`src/rtl/eth_st_error_adapter_v2.sv`:
```
// rtl/eth_st_error_adapter_v2.sv - Avalon-ST error adapter with packet framing checks and optional statistics
//
// Purpose:
//    Sits between the MAC-side Avalon-ST source and the packet sink. It ORs the
//    multi-bit input error into a single bit and adds framing checks: truncated
//    packets (missing EOP, closed by the next SOP), oversize packets, and orphan
//    beats (beats outside a packet, which are dropped). Every beat passes through
//    a one-beat hold register and then a registered output stage. The hold is
//    needed because a beat's final EOP/error can only be known once its
//    successor arrives.
//
// Optional feature macro: ETH_ST_ERR_STATS_EN
//    Defined     - four saturating statistics counters are built.
//    Not defined - stat_* outputs are tied to zero and no counters exist.
//
// Ports:
//    clk, reset           clock, synchronous active-high reset
//    in_*                 Avalon-ST sink (ready, valid, data, sop, eop, empty, error)
//    out_*                Avalon-ST source (ready, valid, data, sop, eop, empty, error)
//                         out_error: [0] input error, [1] truncated, [2] oversize
//    stat_pkts            packets emitted (counted at EOP handshake)
//    stat_trunc           truncated packets emitted
//    stat_oversize        oversize packets emitted
//    stat_orphan          orphan beats dropped

module eth_st_error_adapter_v2 #(
   parameter int DATA_W        = 32,
   parameter int EMPTY_W       = 2,
   parameter int IN_ERR_W      = 1,
   parameter int MAX_PKT_BEATS = 384,
   parameter int CNT_W         = 16
) (
   input  logic                clk,
   input  logic                reset,
   output logic                in_ready,
   input  logic                in_valid,
   input  logic [DATA_W-1:0]   in_data,
   input  logic                in_startofpacket,
   input  logic                in_endofpacket,
   input  logic [EMPTY_W-1:0]  in_empty,
   input  logic [IN_ERR_W-1:0] in_error,
   input  logic                out_ready,
   output logic                out_valid,
   output logic [DATA_W-1:0]   out_data,
   output logic                out_startofpacket,
   output logic                out_endofpacket,
   output logic [EMPTY_W-1:0]  out_empty,
   output logic [2:0]          out_error,
   output logic [CNT_W-1:0]    stat_pkts,
   output logic [CNT_W-1:0]    stat_trunc,
   output logic [CNT_W-1:0]    stat_oversize,
   output logic [CNT_W-1:0]    stat_orphan
);

   // Beat counter saturates one above the legal maximum, which is all that is
   // needed to flag oversize without growing with packet length.
   localparam int              BC_W   = $clog2(MAX_PKT_BEATS + 2);
   localparam logic [BC_W-1:0] BC_MAX = BC_W'(MAX_PKT_BEATS);
   localparam logic [BC_W-1:0] BC_SAT = BC_W'(MAX_PKT_BEATS + 1);

   typedef enum logic {
      ST_IDLE   = 1'b0,
      ST_IN_PKT = 1'b1
   } state_t;

   state_t state_q, state_d;

   logic                hold_v_q, hold_v_d;
   logic [DATA_W-1:0]   hold_data_q, hold_data_d;
   logic                hold_sop_q, hold_sop_d;
   logic                hold_eop_q, hold_eop_d;
   logic [EMPTY_W-1:0]  hold_empty_q, hold_empty_d;
   logic [2:0]          hold_err_q, hold_err_d;

   logic                out_valid_q, out_valid_d;
   logic [DATA_W-1:0]   out_data_q, out_data_d;
   logic                out_sop_q, out_sop_d;
   logic                out_eop_q, out_eop_d;
   logic [EMPTY_W-1:0]  out_empty_q, out_empty_d;
   logic [2:0]          out_error_q, out_error_d;

   logic [BC_W-1:0]     bcnt_q, bcnt_d;
   logic                acc_in_q, acc_in_d;

   logic                out_free;
   logic                accept;
   logic                beat_err;
   logic                take;
   logic                trunc;
   logic                release_hold;
   logic [BC_W-1:0]     bcnt_inc;
   logic [BC_W-1:0]     bcnt_new;
   logic                acc_new;

   assign out_free = !out_valid_q || out_ready;
   assign in_ready = !hold_v_q || out_free;
   assign accept   = in_valid && in_ready;
   assign beat_err = |in_error;

   always_comb begin
      state_d      = state_q;
      hold_v_d     = hold_v_q;
      hold_data_d  = hold_data_q;
      hold_sop_d   = hold_sop_q;
      hold_eop_d   = hold_eop_q;
      hold_empty_d = hold_empty_q;
      hold_err_d   = hold_err_q;
      out_valid_d  = out_valid_q;
      out_data_d   = out_data_q;
      out_sop_d    = out_sop_q;
      out_eop_d    = out_eop_q;
      out_empty_d  = out_empty_q;
      out_error_d  = out_error_q;
      bcnt_d       = bcnt_q;
      acc_in_d     = acc_in_q;
      take         = 1'b0;
      trunc        = 1'b0;
      bcnt_inc     = (bcnt_q == BC_SAT) ? BC_SAT : bcnt_q + 1'b1;
      bcnt_new     = bcnt_q;
      acc_new      = acc_in_q;

      // take: accepted beat belongs to a packet and goes into the hold.
      // An accepted beat without SOP while idle is an orphan and is dropped.
      if (accept) begin
         if (in_startofpacket) begin
            take  = 1'b1;
            trunc = (state_q == ST_IN_PKT);
         end else if (state_q == ST_IN_PKT) begin
            take  = 1'b1;
         end
      end

      // A hold beat leaves only once its successor proves it is not the last
      // beat, or when it already carries EOP. When take is set with a full
      // hold, in_ready guaranteed out_free.
      release_hold = hold_v_q && out_free && (hold_eop_q || take);

      if (release_hold) begin
         out_valid_d = 1'b1;
         out_data_d  = hold_data_q;
         out_sop_d   = hold_sop_q;
         if (trunc) begin
            // The held beat is the last one of a packet that never saw EOP.
            out_eop_d   = 1'b1;
            out_empty_d = '0;
            out_error_d = {bcnt_q > BC_MAX, 1'b1, acc_in_q};
         end else begin
            out_eop_d   = hold_eop_q;
            out_empty_d = hold_empty_q;
            out_error_d = hold_err_q;
         end
      end else if (out_ready) begin
         out_valid_d = 1'b0;
      end

      if (take) begin
         if (in_startofpacket) begin
            bcnt_new = BC_W'(1);
            acc_new  = beat_err;
         end else begin
            bcnt_new = bcnt_inc;
            acc_new  = acc_in_q | beat_err;
         end
         bcnt_d       = bcnt_new;
         acc_in_d     = acc_new;
         hold_v_d     = 1'b1;
         hold_data_d  = in_data;
         hold_sop_d   = in_startofpacket;
         hold_eop_d   = in_endofpacket;
         hold_empty_d = in_empty;
         hold_err_d   = in_endofpacket ? {bcnt_new > BC_MAX, 1'b0, acc_new} : 3'b000;
         state_d      = in_endofpacket ? ST_IDLE : ST_IN_PKT;
      end else if (release_hold) begin
         hold_v_d = 1'b0;
      end
   end

   always_ff @(posedge clk) begin
      if (reset) begin
         state_q      <= ST_IDLE;
         hold_v_q     <= 1'b0;
         hold_data_q  <= '0;
         hold_sop_q   <= 1'b0;
         hold_eop_q   <= 1'b0;
         hold_empty_q <= '0;
         hold_err_q   <= '0;
         out_valid_q  <= 1'b0;
         out_data_q   <= '0;
         out_sop_q    <= 1'b0;
         out_eop_q    <= 1'b0;
         out_empty_q  <= '0;
         out_error_q  <= '0;
         bcnt_q       <= '0;
         acc_in_q     <= 1'b0;
      end else begin
         state_q      <= state_d;
         hold_v_q     <= hold_v_d;
         hold_data_q  <= hold_data_d;
         hold_sop_q   <= hold_sop_d;
         hold_eop_q   <= hold_eop_d;
         hold_empty_q <= hold_empty_d;
         hold_err_q   <= hold_err_d;
         out_valid_q  <= out_valid_d;
         out_data_q   <= out_data_d;
         out_sop_q    <= out_sop_d;
         out_eop_q    <= out_eop_d;
         out_empty_q  <= out_empty_d;
         out_error_q  <= out_error_d;
         bcnt_q       <= bcnt_d;
         acc_in_q     <= acc_in_d;
      end
   end

   assign out_valid         = out_valid_q;
   assign out_data          = out_data_q;
   assign out_startofpacket = out_sop_q;
   assign out_endofpacket   = out_eop_q;
   assign out_empty         = out_empty_q;
   assign out_error         = out_error_q;

`ifdef ETH_ST_ERR_STATS_EN
   localparam logic [CNT_W-1:0] CNT_MAX = '1;

   logic [CNT_W-1:0] stat_pkts_q, stat_pkts_d;
   logic [CNT_W-1:0] stat_trunc_q, stat_trunc_d;
   logic [CNT_W-1:0] stat_oversize_q, stat_oversize_d;
   logic [CNT_W-1:0] stat_orphan_q, stat_orphan_d;
   logic             eop_hs;
   logic             orphan_beat;

   assign eop_hs      = out_valid_q && out_ready && out_eop_q;
   assign orphan_beat = accept && !in_startofpacket && (state_q == ST_IDLE);

   always_comb begin
      stat_pkts_d     = stat_pkts_q;
      stat_trunc_d    = stat_trunc_q;
      stat_oversize_d = stat_oversize_q;
      stat_orphan_d   = stat_orphan_q;
      if (eop_hs && (stat_pkts_q != CNT_MAX)) begin
         stat_pkts_d = stat_pkts_q + 1'b1;
      end
      if (eop_hs && out_error_q[1] && (stat_trunc_q != CNT_MAX)) begin
         stat_trunc_d = stat_trunc_q + 1'b1;
      end
      if (eop_hs && out_error_q[2] && (stat_oversize_q != CNT_MAX)) begin
         stat_oversize_d = stat_oversize_q + 1'b1;
      end
      if (orphan_beat && (stat_orphan_q != CNT_MAX)) begin
         stat_orphan_d = stat_orphan_q + 1'b1;
      end
   end

   always_ff @(posedge clk) begin
      if (reset) begin
         stat_pkts_q     <= '0;
         stat_trunc_q    <= '0;
         stat_oversize_q <= '0;
         stat_orphan_q   <= '0;
      end else begin
         stat_pkts_q     <= stat_pkts_d;
         stat_trunc_q    <= stat_trunc_d;
         stat_oversize_q <= stat_oversize_d;
         stat_orphan_q   <= stat_orphan_d;
      end
   end

   assign stat_pkts     = stat_pkts_q;
   assign stat_trunc    = stat_trunc_q;
   assign stat_oversize = stat_oversize_q;
   assign stat_orphan   = stat_orphan_q;
`else
   assign stat_pkts     = '0;
   assign stat_trunc    = '0;
   assign stat_oversize = '0;
   assign stat_orphan   = '0;
`endif

endmodule

```
`config.mk`:
```
export PLATFORM = sky130hd
export DESIGN_NAME = eth_st_error_adapter_v2
export DESIGN_NICKNAME = d
export VERILOG_FILES = /design/src/rtl/eth_st_error_adapter_v2.sv
export SDC_FILE = /design/constraint.sdc
export NUM_CORES = 1
export LEC_CHECK = 0
export ABC_AREA = 1
export BUFFER_PORTS_ARGS = -buffer_cell sky130_fd_sc_hd__buf_2
export CAP_MARGIN = 20
export CORE_ASPECT_RATIO = 0.6
export CORE_UTILIZATION = 50
export CTS_BUF_LIST = sky130_fd_sc_hd__clkbuf_16
export DETAILED_ROUTE_END_ITERATION = 12
export PLACE_DENSITY_LB_ADDON = 0.12
export REMOVE_ABC_BUFFERS = 1
export SLEW_MARGIN = 0
export SYNTH_ARGS = -nofsm -noshare
export SYNTH_HDL_FRONTEND = slang
export SYNTH_SLANG_ARGS = --single-unit
```
`constraint.sdc`:
```
create_clock -name clk -period 1.7 [get_ports clk]
set_input_delay 0.255 -clock clk [delete_from_list [all_inputs] [get_ports clk]]
set_output_delay 0.255 -clock clk [all_outputs]
set_load 0.02 [all_outputs]
```
* After elaboration in Yosys (flattened, before gate mapping)
Index checks and enable logic that the tools add are counted.
** Storage, ports and cells
- Bits of input ports :: 41
- Output and inout bits :: 105
- Register bits after elaboration :: 91
- Logic and storage cells :: 48
** Operators by class
- $add $sub $neg :: 1
- Magnitude comparators :: 2
- Equal/unequal tests :: 1
- Mux-type cells :: 18
- Reduce and logical (&&, ||, !) cells :: 10
- Bitwise gates (word level) :: 1
** Operators with widths (count)
- 9-bit two-way mux :: 3
- 9-bit > comparator (second input constant) :: 2
- 1-bit two-way mux :: 12
- 9-bit by 1-bit adder with 9-bit output (second input constant) :: 1
- 9-bit equality test (second input constant) :: 1
- 3-bit two-way mux :: 2
- 2-bit nonzero test :: 2
- 1-bit logical AND :: 3
- 1-bit logical OR :: 3
- 1-bit logical NOT :: 2
- 2-bit two-way mux :: 1
- 1-bit bitwise OR :: 1

* Depth between registers and ports, before layout
- Depth in word-level cells :: 9
- Depth in mapped cells :: 11
- Mapped depth without buffers :: 11

* Worst setup path after synthesis
OpenSTA, ideal clock, no wires.
- Path type :: register to register
- Start :: register out_valid_q, in the netlist out_valid
- End :: register hold_data_q[0]
- Library setup time :: 0.132 ns
- Cell stages (with the launch flop) :: 12
- Required time :: 1.568 ns
- Buffers on the path :: 2
- Period minus slack after synthesis :: 1.619 ns
- Data arrival time :: 1.486 ns
- Setup slack :: 0.081 ns
- Cells stage by stage :: dfxtp_1 -> inv_1 -> nor2_4 -> nand2_1 -> nand2_1 -> inv_2 -> nand2_4 -> inv_2 -> buf_4 -> buf_4 -> nand2_1 -> a21oi_1
** On the way
- Cells in the longest elaborated chain, start to end :: 5
** RTL lines
- start: declaration :: RTL line 75 : logic out_valid_q, out_valid_d;
- start signal: assignment :: RTL line 203 : out_valid_q <= out_valid_d;
- 1-bit logical NOT :: RTL line 95 : assign out_free = !out_valid_q || out_ready;
- 1-bit logical OR :: RTL line 95
- 1-bit logical OR :: RTL line 96 : assign in_ready = !hold_v_q || out_free;
- net in_ready :: RTL line 35 : output logic in_ready,
- 1-bit logical AND :: RTL line 97 : assign accept = in_valid && in_ready;
- 1-bit two-way mux :: RTL line 124 : if (accept) begin
- end signal: assignment :: RTL line 198 : hold_data_q <= hold_data_d;
- end: declaration :: RTL line 69 : logic [DATA_W-1:0] hold_data_q, hold_data_d;
The timed path passes the listed nets, and every way through them passes these cells.
A chain may end at the register's enable or synchronous reset.

* Worst setup path in the final report
- Start :: register bcnt_q[1]
- End :: register hold_err_q[2]
** On the way
- Cells in the longest elaborated chain, start to end :: 6
- Elaborated cells between the ends (all ways) :: 7
- Classes of those cells :: add/sub: 1; order compare: 1; eq/ne: 1; mux: 4
** RTL lines
- start: declaration :: RTL line 82 : logic [BC_W-1:0] bcnt_q, bcnt_d;
- start signal: assignment :: RTL line 209 : bcnt_q <= bcnt_d;
- 9-bit by 1-bit adder with 9-bit output / 9-bit equality test (equally long branches) :: RTL line 118 : bcnt_inc = (bcnt_q == BC_SAT) ? BC_SAT : bcnt_q + 1'b1;
- 9-bit two-way mux (*) :: RTL line 118
- 9-bit two-way mux (*) :: RTL line 157 : if (in_startofpacket) begin
- 9-bit two-way mux (*) :: RTL line 156 : if (take) begin
- 9-bit > comparator (*) :: RTL line 171 : hold_err_d = in_endofpacket ? {bcnt_new > BC_MAX, 1'b0, acc_new} : 3'b000;
- 3-bit two-way mux (*) :: RTL line 171
- end signal: assignment :: RTL line 202 : hold_err_q <= hold_err_d;
- end: declaration :: RTL line 73 : logic [2:0] hold_err_q, hold_err_d;
Every way passes the cells marked *; elsewhere a longest branch is shown, timed or not. The select of a mux whose other input is x is not followed.

==> key figures <==
Run status
  – Status: completed

Global route
  – Congestion Overflow GR: 0
  – Initial antenna violation count: 0
  – Vias in the first global route: 3053
  – Global-route wire length before repair: 14700 um
  – Largest net degree at the start of global routing: 42
  – Gr usage total: 22.2%

Worst setup path
  – CP arrival: 1800 ps
  – Worst Path Max Fanout: 5
  – CP Launch Type: register
  – CP startpoint: bcnt_q[1]$_SDFFE_PP0P_
  – RR Startpoint: bcnt_q[1]$_SDFFE_PP0P_
  – Worst EP required: 1930 ps
  – Critical path capture point type: register
  – Crit path kind: reg -> reg

Timing
  – Fin Clk Skew: 4.59 ps
  – Fin crit share: 92.3%
  – Setup_tns: 0 ps
  – Final min period: 1570 ps
  – Highest clock rate: 637 MHz
  – Hold Fails Final Rpt: 0
  – RSZ-0062 raised after global routing: false
  – Final setup fails: 0
  – Post-route setup slack: 130 ps
  – Final Max Slew Viols: 0

Final layout
  – Ant. Diodes: 0
  – Footprint of the multi-input gates: 1730 um2
  – Area delta synth->final: 15.4%
  – Share of cells above drive strength 1: 19.2%
  – Non-Filler Instances: 717
  – Seq. cell area: 1800 um2
  – Most frequent cells in the layout: nand2_1 (143), dfxtp_1 (89), a21oi_1 (88)
  – Most common cell after layout, fill and taps aside: nand2_1
  – Fin nets: 652
  – FILL cells: 695

Routing
  – Top sig layer: met4
  – DRC: 0
  – Starting DRC count in detailed routing: 287
  – Detail Route Antenna Nets: 0
  – Vias per std cell: 4.89
  – WL final: 9280 um
  – Vias: 3507
  – WL met3: 706 um
  – Met2 wire len: 3810 um
  – Wire length on met1: 4660 um
  – Pre-antenna DRT Iters: 4
  – Post-DR wirelength/cell: 12.9 um

Logic synthesis
  – Syn. warnings: 0
  – Yosys cell types: 25
  – Cell Area, Synth: 4050 um2
  – Count of mapped cells out of synthesis: 533
  – Yosys reg bits: 90
  – Sequential share of the synthesized area: 44.5%
  – Syn avg cell area: 7.60 um2

Clocking
  – CTS tree: done
  – Cts bufs inserted: 9
  – CTS root buf: clkbuf_16
  – Sink Count: 90
  – Clk buf depth: 2
  – H-tree depth: 3
  – Setup Fix Bufs, Post-CTS: 0
  – Worst-Skew Late Latency: 340 ps
  – Hold_buf cts: 0
  – PostCTS Resize Cnt: 0
  – Clock transition at the registers of the reported paths: 60 ps

Place
  – Routability cong.: 0.944
  – Dpl ws: 110 ps
  – HPWL after DPL: 6260 um
  – Total placed cells including tap cells: 701
  – Port-buffer cells: 81

Power and ir drop
  – Leak: 2.06 nW
  – Power per cell area: 1100 nW/um2
  – Peak supply drop: 0.551 mV

Floorplan
  – Core area: 7540 um2
  – Io pins: 146
  – Die area: 8480 um2
  – Die width: 118 um
  – Die height: 71.7 um
  – Starting density of the core: 53.7%
  – Row cnt: 24

Worst hold path
  – Worst hold path class: in -> reg
  – Hold path start: in_data[1]

Flow run
  – Max cap viols: 0
-- Yosys cell counts --
cell type	n	area, um2
a211oi_1	1	7.51
a21oi_1	88	440
a31oi_1	1	6.26
buf_1	2	7.51
buf_2	6	30.0
buf_4	70	526
buf_6	5	56.3
clkbuf_1	10	37.5
conb_1	1	3.75
dfxtp_1	90	1800
ha_1	3	37.5
inv_1	26	97.6
inv_2	2	7.51
nand2_1	143	537
nand2_4	3	33.8
nand3_1	44	220
nand4_1	4	25.0
nor2_1	14	52.6
nor2_4	2	22.5
nor3_1	2	10.0
nor3_2	1	10.0
o21a_1	1	7.51
o21ai_0	12	60.1
o21ai_1	1	5.00
o21bai_1	1	7.51
-- critical path, cell delays in order, from the launching register on --
cell     delay, ps
dfxtp_1        410
ha_1           210
nand2_1         90
nor2_1         170
inv_1           60
nand3_1        100
nand2_1         60
nor2_1         160
nand2_1         80
nand3_1         70
a21oi_1         60
-- routing by layer --
layer / global-route usage [%] / vias to the layer above
met2: 32.0 / 167
li1: - / 1738
met5: 0 / -
met4: 6.84 / 0
met3: 7.17 / 13
met1: 31.5 / 1589
-- layout make-up --
| cell class | count | area share [%] |
|---|---|---|
| clock inverters | 7 | 2.49 |
| repair buffers | 94 | 12.0 |
| clock buffers | 9 | 4.82 |
| inverters | 28 | 2.30 |
| multi-input cells | 385 | 37.0 |
| well taps | 104 | 2.78 |
| flip-flops and latches | 90 | 38.6 |
-- per-stage QoR --
step,hold slack (ps),total power [W],util (%),instance area [um2]
after global routing,149,0.00532,62.0,4670
after floorplan,324,0.00265,-,3630
final,154,0.00512,62.0,4670
after CTS,142,0.00514,61.8,4650
after detailed placement,451,0.00289,57.2,4310
after global placement,445,0.00288,57.2,4310
-- state kept, by name (all words and copies together) (netlist names), 2 cells and up --
| name | flops |
|---|---|
| hold_err_q | 2 |
| hold_empty_q | 2 |
| hold_data_q | 32 |
| out_empty | 2 |
| out_data | 32 |
| out_error | 3 |
| bcnt_q | 9 |
-- report_power, final --
group	internal (W)	switching, W
Combinational	0.000172	0.000437
Clock	0.00144	0.000828
Sequential	0.00219	0.0000543
Total	0.00380	0.00132
-- path summary, 6_finish.rpt --
check / slack [ps] / cells past startpoint / end
max: 130 / 10 / hold_err_q[2]$_SDFFE_PP0P_
min: 150 / 3 / hold_data_q[1]$_SDFFE_PP0P_
max reg2reg: 130 / 10 / hold_err_q[2]$_SDFFE_PP0P_
min reg2reg: 460 / 2 / out_data[28]$_SDFFE_PP0P_
-- kinds of logic after synthesis --
family          Yosys count  synth area share [%]
fa+ha+maj                 3                 0.927
other cells               1                0.0926
simple gates            213                  22.5
compound gates          105                  13.2
buf+inv                 121                  18.8
flops                    90                  44.5
(Power assumes the default switching activity.)
